`src/rtl/tone_scheduler.sv`:
```
// Note scheduler: queues (half-period, beats) notes in a small FIFO and plays each
// as a signed square wave for the speaker serializer, with rests, pause and volume.
module tone_scheduler #(
  parameter int BEAT_CYCLES = 25_000_000,
  parameter int FIFO_DEPTH  = 4
) (
  input  logic                          clk,
  input  logic                          rst,
  input  logic                          note_valid,
  output logic                          note_ready,
  input  logic [21:0]                   note_div,
  input  logic [3:0]                    note_beats,
  input  logic                          pause,
  input  logic [2:0]                    volume,
  output logic [15:0]                   audio_in_left,
  output logic [15:0]                   audio_in_right,
  output logic                          playing,
  output logic                          underrun,
  output logic [$clog2(FIFO_DEPTH):0]   fifo_level
);

  localparam int AW = $clog2(FIFO_DEPTH);
  localparam int LW = AW + 1;
  localparam int BW = $clog2(BEAT_CYCLES);
  localparam logic [BW-1:0] BEAT_LAST = BW'(BEAT_CYCLES - 1);

  typedef enum logic [1:0] {IDLE, LOAD, PLAY} state_t;

  state_t state;

  logic [21:0]   div_mem   [FIFO_DEPTH];
  logic [3:0]    beats_mem [FIFO_DEPTH];
  logic [AW-1:0] wr_ptr;
  logic [AW-1:0] rd_ptr;
  logic [LW-1:0] count;
  logic [LW-1:0] count_next;
  logic          push;
  logic          pop;
  logic [21:0]   head_div;
  logic [3:0]    head_beats;

  logic [21:0]   cur_div;
  logic [3:0]    beats_left;
  logic [21:0]   half_cnt;
  logic [BW-1:0] beat_cnt;
  logic          phase;
  logic [15:0]   sample;
  logic [15:0]   amp;
  logic [15:0]   neg_amp;

  assign note_ready = (count != LW'(FIFO_DEPTH));
  assign push       = note_valid && note_ready;
  assign pop        = (state == LOAD);
  assign head_div   = div_mem[rd_ptr];
  assign head_beats = beats_mem[rd_ptr];
  assign fifo_level = count;

  assign amp     = {1'b0, volume, 12'h000};
  assign neg_amp = 16'd0 - amp;

  assign audio_in_left  = sample;
  assign audio_in_right = sample;

  always_comb begin
    count_next = count;
    if (push && !pop) begin
      count_next = count + 1'b1;
    end else if (!push && pop) begin
      count_next = count - 1'b1;
    end
  end

  always_ff @(posedge clk) begin
    if (push) begin
      div_mem[wr_ptr]   <= note_div;
      beats_mem[wr_ptr] <= note_beats;
    end
  end

  always_ff @(posedge clk) begin
    if (rst) begin
      wr_ptr <= '0;
      rd_ptr <= '0;
      count  <= '0;
    end else begin
      if (push) wr_ptr <= wr_ptr + 1'b1;
      if (pop)  rd_ptr <= rd_ptr + 1'b1;
      count <= count_next;
    end
  end

  // Outputs are registered from the current state, so they trail the FSM by one cycle.
  always_ff @(posedge clk) begin
    if (rst) begin
      state      <= IDLE;
      cur_div    <= '0;
      beats_left <= '0;
      half_cnt   <= '0;
      beat_cnt   <= '0;
      phase      <= 1'b0;
      sample     <= '0;
      playing    <= 1'b0;
      underrun   <= 1'b0;
    end else begin
      underrun <= 1'b0;
      playing  <= (state == LOAD) || (state == PLAY);
      if ((state == PLAY) && !pause && (cur_div != 22'd0)) begin
        sample <= phase ? amp : neg_amp;
      end else begin
        sample <= '0;
      end

      case (state)
        IDLE: begin
          if (count != '0) state <= LOAD;
        end
        LOAD: begin
          cur_div    <= head_div;
          beats_left <= head_beats;
          half_cnt   <= '0;
          beat_cnt   <= '0;
          phase      <= 1'b1;
          if (head_beats == 4'd0) begin
            state <= (count_next != '0) ? LOAD : IDLE;
          end else begin
            state <= PLAY;
          end
        end
        PLAY: begin
          if (!pause) begin
            if (cur_div != 22'd0) begin
              if (half_cnt == cur_div - 22'd1) begin
                half_cnt <= '0;
                phase    <= ~phase;
              end else begin
                half_cnt <= half_cnt + 22'd1;
              end
            end
            if (beat_cnt == BEAT_LAST) begin
              beat_cnt   <= '0;
              beats_left <= beats_left - 4'd1;
              if (beats_left == 4'd1) begin
                if (count != '0) begin
                  state <= LOAD;
                end else begin
                  state    <= IDLE;
                  underrun <= 1'b1;
                end
              end
            end else begin
              beat_cnt <= beat_cnt + 1'b1;
            end
          end
        end
        default: state <= IDLE;
      endcase
    end
  end

endmodule

```
`config.mk`:
```
export PLATFORM = sky130hd
export DESIGN_NAME = tone_scheduler
export DESIGN_NICKNAME = d
export VERILOG_FILES = /design/src/rtl/tone_scheduler.sv
export SDC_FILE = /design/constraint.sdc
export NUM_CORES = 1
export LEC_CHECK = 0
export ABC_AREA = 0
export CORE_ASPECT_RATIO = 2
export CORE_MARGIN = 2
export CORE_UTILIZATION = 30
export DETAILED_ROUTE_END_ITERATION = 8
export PLACE_DENSITY = 0.59
export SYNTH_ARGS = -nofsm -noshare
export SYNTH_HDL_FRONTEND = slang
export SYNTH_SLANG_ARGS = --single-unit
```
`constraint.sdc`:
```
create_clock -name clk -period 8.9 [get_ports clk]
set_input_delay 1.78 -clock clk [delete_from_list [all_inputs] [get_ports clk]]
set_output_delay 1.78 -clock clk [all_outputs]
set_load 0.02 [all_outputs]
```
Yosys cells after proc, flatten, opt, wreduce, memory -nomap -nowiden

Memories as Yosys holds them, arrays and structs flattened. A register that Yosys moved wholly into a read port is not among the register bits.
Cells that the tools add are included.

Register bits after elaboration: 79
Bits in latches: 0
RAM bits: 104
Memory bits (read-only): 0
Input port bits: 33
Output and inout port bits: 38
Word-level logic and storage cells: 93
Memories kept: 2

Memories:

| name      | words | width | read ports | clocked after Yosys merged registers in | write ports | RTL line | source |
|---|---|---|---|---|---|---|---|
| div_mem   | 4     | 22    | 1          | 1                                       | 1           | 31       | `logic [21:0] div_mem [FIFO_DEPTH];` |
| beats_mem | 4     | 4     | 1          | 1                                       | 1           | 32       | `logic [3:0] beats_mem [FIFO_DEPTH];` |

Add/subtract/negate cells: 9
$mul: 0
Divide/modulo/power cells: 0
Magnitude comparators: 0
Equality and inequality tests: 12
Shifts and indexed selects: 0
Mux-type cells: 30
Bitwise operators: 5
Reductions and logical operators: 23

Operators by type and width:

| cell                                                                     | number |
|---|---|
| 22-bit 2-to-1 mux                                                        | 3 |
| 25-bit 2-to-1 mux                                                        | 2 |
| 25-bit case mux with 2 select lines                                      | 1 |
| 22-bit case mux with 2 select lines                                      | 1 |
| 25-bit by 1-bit adder with 25-bit output (second input constant)         | 1 |
| 25-bit == test (second input constant)                                   | 1 |
| 22-bit by 1-bit adder with 22-bit output (second input constant)         | 1 |
| 22-bit == test                                                           | 1 |
| 22-bit nonzero test                                                      | 1 |
| 22-bit by 1-bit subtractor with 22-bit output (second input constant)    | 1 |
| 1-bit by 15-bit subtractor with 16-bit output (first input constant)     | 1 |
| 15-bit 2-to-1 mux                                                        | 1 |
| 2-bit 2-to-1 mux                                                         | 7 |
| 1-bit 2-to-1 mux                                                         | 8 |
| 4-bit 2-to-1 mux                                                         | 2 |
| 2-bit by 1-bit inequality test with 1-bit output (second input constant) | 4 |
| 4-bit case mux with 2 select lines                                       | 1 |
| 4-bit AND reduction                                                      | 2 |
| 3-bit 2-to-1 mux                                                         | 2 |
| 2-bit case mux with 3 select lines                                       | 1 |
| 3-bit AND reduction                                                      | 2 |
| 3-bit nonzero test                                                       | 2 |
| 1-bit logical AND                                                        | 5 |
| 1-bit NOT                                                                | 5 |
| other kinds (19)                                                         | 23 |

Longest topological paths before layout

Depth in word-level cells: 10
Depth in mapped cells: 12
Gate-level depth less buffers: 9

Least setup slack after synthesis

No wires, ideal clock.

Path kind: input port to flip-flop
Start point: input note_valid
End point: memory beats_mem[0][0] (enable)
Arrival time: 3,130 ps
Path slack: 5,385 ps
Stages: 3
Path buffers: 1
Cells stage by stage: a21boi_1 clkbuf_1 and2_1

Cells in the longest elaborated chain, start to end: 3

RTL lines:

| what                                   | RTL line | source |
|---|---|---|
| start: declaration                     | 9        | `input logic note_valid,` |
| 1-bit logical AND                      | 52       | `assign push = note_valid && note_ready;` |
| 1-bit 2-to-1 mux                       | 74       | `if (push) begin` |
| 1-bit 2-to-1 mux (not written as such) | 76       | `beats_mem[wr_ptr] <= note_beats;` |
| end: declaration                       | 32       |  |

No other way between the ends.

Worst setup path in the final report

Start point: input pause
End point: register phase

Cells in the longest elaborated chain, start to end: 2

RTL lines:

| what                                   | RTL line | source |
|---|---|---|
| start: declaration                     | 13       | `input logic pause,` |
| 2-bit inequality test (no source line) | -        |  |
| 4-bit AND reduction (no source line)   | -        |  |
| end signal: assignment                 | 134      | `phase <= ~phase;` |
| end: declaration                       | 46       | `logic phase;` |

No other way between the ends.
A chain may end at the register's enable or synchronous reset.

==> run summary <==
- **final net count** 847
- **pin count of the biggest net entering global routing** 64
- **CTS clock-pin slew for the worst setup and hold paths** 0.07 ns
- **result of the run** complete, no violations
- **unique cell type count in the Yosys netlist** 67
- **global-route wire length before repair** 29,200 um
- **share of flip-flops with an asynchronous set or reset after synthesis** 0%
- **overall global routing resource usage** 12.0%
- **achievable frequency** 262 MHz
- **area share of the largest cell type after synthesis** 34.9%
- **ratio of routed vias to standard cells** 4.84
- **final setup violation count** 0
- **largest stage delay on the critical path** 0.73 ns
- **logic gate share of total power** 32.7%
- **Sequential Power Share** 40.5%
- **PwrDens** 275 mW/mm^2
- **initial antenna violation count** 0
- **ant diodes** 0
- **drt first-iter violations** 185
- **top fanout value on the critical path** 23
- **endpoint required time on the critical path** 9.29 ns
- **final critical-path required period** 3.81 ns
- **number of pins with negative max-slew slack in the final report** 0
- **area leader, netlist** sky130_fd_sc_hd__edfxtp_1
- **number of filler cells placed in the layout** 2,963
- **leading post-synthesis cells by cell area** sky130_fd_sc_hd__edfxtp_1, sky130_fd_sc_hd__dfxtp_1, sky130_fd_sc_hd__mux4_2
- **part of the total power dissipated in the clock network** 26.8%
- **last weighted congestion value of the routability-driven placer** 0.810
- **TritonCTS clock tree** done
- **Site Rows** 89
- **Switching Power** 0.000962 W
- **WL/cell** 15.4 um
- **sequential area share after synthesis** 55.3%
- **Worst Path Class, Setup** input port to flop
- **Port Buffer Count** 46
- **setup repair after global routing missed its margin** false
- **placed instance area** 0.00963 mm^2
- **# DRC** 0
- **vias in the first global route** 5,685
- **post-route antenna net violation count** 0
- **Die Span Y** 248 um
- **number of cells produced by synthesis** 759
- **ordered cell list for the critical path** clkdlybuf4s50_1 -> nand2b_1 -> nand2_1 -> o31ai_1 -> nor3_1 -> and3_1 -> a41o_1 -> o211a_1
- **Rel. slew slack** 35.8%
- **ys flop type** sky130_fd_sc_hd__edfxtp_1
- **number of buffers added to fix hold violations after cts** 0
- **vias post-DR** 5,683
- **number of synthesized flops with an enable pin** 104
- **number of buffers created by CTS** 17
- **compound-cell area share of the yosys netlist** 4.94%
- **Mapped Avg Cell Area** 11.8 um^2
- **Die Outline Area** 0.0313 mm^2
- **number of post-CTS setup repair buffers** 0
- **XOR/XNOR Fraction of Synth Area** 7.45%
- **Post-Route WL** 18,100 um
- **Setup TNS** 0 ns
- **placed instance count** 1,142
- **horizontal die dimension** 126 um
- **combined area of the multi-input logic cells** 0.00363 mm^2
- **Final Hold Fails** 0
- **Initial Utilization** 30.4%
- **actual slew at the worst max-slew pin** 0.963 ns
- **number of ports placed on the die boundary** 71
- **simple logic cell fraction of the synthesized area** 15.5%
- **worst hold-check slack** 0.473 ns
- **maximum capacitance violations** 0
- **clock tree root driver cell** sky130_fd_sc_hd__clkbuf_16
- **reported leakage power** 3.46 nW
- **final worst path period share** 42.8%
- **Int Pwr** 0.00184 W
- **multiplexer fraction of the synthesized cell area** 9.37%
- **count of instances resized after the clock tree is built** 0
- **CP startpoint kind** input port
- **switching part of the total power** 34.3%
- **most frequently used cell type in the post-synthesis netlist** sky130_fd_sc_hd__edfxtp_1
- **remaining global-route overflow** 0
- **Slowest-stage cell, CP** sky130_fd_sc_hd__a41o_1
- **share of cells above drive strength 1** 9.75%
- **H-Tree Depth** 4
- **Initial DRT Pass Iterations** 4
- **Yosys reg bits** 195
- **clock latency reported for the late side of the worst-skew pair** 0.45 ns
- **FF+latch area** 0.00494 mm^2
- **combinational family with the most area after synthesis** simple AND/OR/NAND/NOR gates
- **mapped cell area** 0.00894 mm^2
- **adder-cell share of the synthesized area** 2.38%
- **post-route insts no fill** 1,174
- **worst path arrival time** 4.20 ns
- **worst hold-check path type** flop to flop
- **Max VDD drop** 0.000168 V
- **Design Area, Final** 0.0102 mm^2
- **signed area change from the synthesized netlist to the final layout** 14.2%
- **setup clock skew after layout** 0.00930 ns
- **CTS sink cnt** 195
- **Core Region** 0.0294 mm^2
- **type of destination of the critical path** flop
- **total of warnings raised by yosys** 0
- **number of buffers on the longest clock path** 2
- **DP HPWL** 12,900 um
- **most common library cells after synthesis** sky130_fd_sc_hd__edfxtp_1, sky130_fd_sc_hd__dfxtp_1, sky130_fd_sc_hd__nor2_1, sky130_fd_sc_hd__nand2_1, sky130_fd_sc_hd__xnor2_1
==> metal layers <==
| metal | vias up | wire (um) | track usage [%] |
|---|---|---|---|
| li1 | 2774 | - | - |
| met1 | 2773 | 6750 | 11.7 |
| met2 | 100 | 10100 | 23.1 |
| met3 | 36 | 500 | 2.71 |
| met4 | 0 | 659 | 6.33 |
| met5 | - | 0 | 0 |
==> worst max-delay path, delay by kind of cell <==
kind                   cells  cell delay (ns)
and+or+nand+nor            4             0.88
AOI/OAI and AO/OA          3             1.10
buffers and inverters      1             0.44
==> cell usage in the layout (no fill, tap or decap), drive strengths merged, types with 6 or more instances in the layout <==
| cell | n |
|---|---|
| mux4 | 26 |
| xnor2 | 42 |
| nor3 | 40 |
| mux2i | 24 |
| nand3 | 21 |
| clkdlybuf4s50 | 45 |
| nor4 | 7 |
| nand2b | 6 |
| or3 | 7 |
| nand4 | 14 |
| nand2 | 42 |
| xor2 | 34 |
| clkinv | 9 |
| conb | 24 |
| dfxtp | 91 |
| o21ai | 10 |
| ha | 17 |
| buf | 9 |
| clkbuf | 17 |
| and3 | 12 |
| and2 | 9 |
| nor2 | 90 |
| inv | 26 |
| a21oi | 13 |
| a211oi | 6 |
| edfxtp | 104 |
==> path summary, 6_finish.rpt <==
path                       to  slack [ns]         from  depth (start not counted)
setup / recovery        phase        5.09        pause                          8
hold / removal    beat_cnt[1]        0.47  beat_cnt[1]                          2
setup reg to reg        phase        5.25   cur_div[0]                          8
hold reg to reg   beat_cnt[1]        0.47  beat_cnt[1]                          2
==> power groups by stage <==
stage / clock (W) / sequential (W) / combinational, W
detailed placement: 0 / 0.00116 / 0.000929
global placement: 0 / 0.00115 / 0.000925
finish: 0.000751 / 0.00114 / 0.000918
CTS: 0.000778 / 0.00114 / 0.000932
floorplan: 0 / 0.00114 / 0.000730
global route: 0.000802 / 0.00115 / 0.00102
==> kinds of logic (layout without fill, tap and decap cells) <==
kind of cell	after synthesis	count (layout)
xor+xnor	76	76
simple gates	277	277
buf+inv	80	108
compound gates	62	62
fa+ha+maj	17	17
flops	195	195
other cells	1	24
mux	51	51
==> metrics by stage <==
stage               setup WS [ns]  total power, W  utilization (%)
detailed placement           4.60         0.00209             32.8
global route                 4.87         0.00297             34.7
CTS                          5.08         0.00285             34.7
global placement             4.64         0.00208             32.8
finish                       5.09         0.00281             34.7
floorplan                    5.39         0.00187                -
==> layout make-up <==
cell class                 count  share of cell area, %
tap                          364                   4.46
sequential                   195                   48.5
timing repair buffer          54                   5.05
clock inverter                15                   1.47
multi-input combinational    507                   35.6
inverter                      22                  0.809
clock buffer                  17                   4.17
==> flip-flops by register name, indices dropped and copies added, names as in the netlist, named ones only <==
signal,cells
div_mem,88
beat_cnt,25
cur_div,22
half_cnt,22
beats_mem,16
audio_in_left,4
beats_left,4
fifo_level,3
rd_ptr,2
state,2
wr_ptr,2
phase,1
playing,1
underrun,1
No activity file was read; power rests on OpenSTA's default activity.
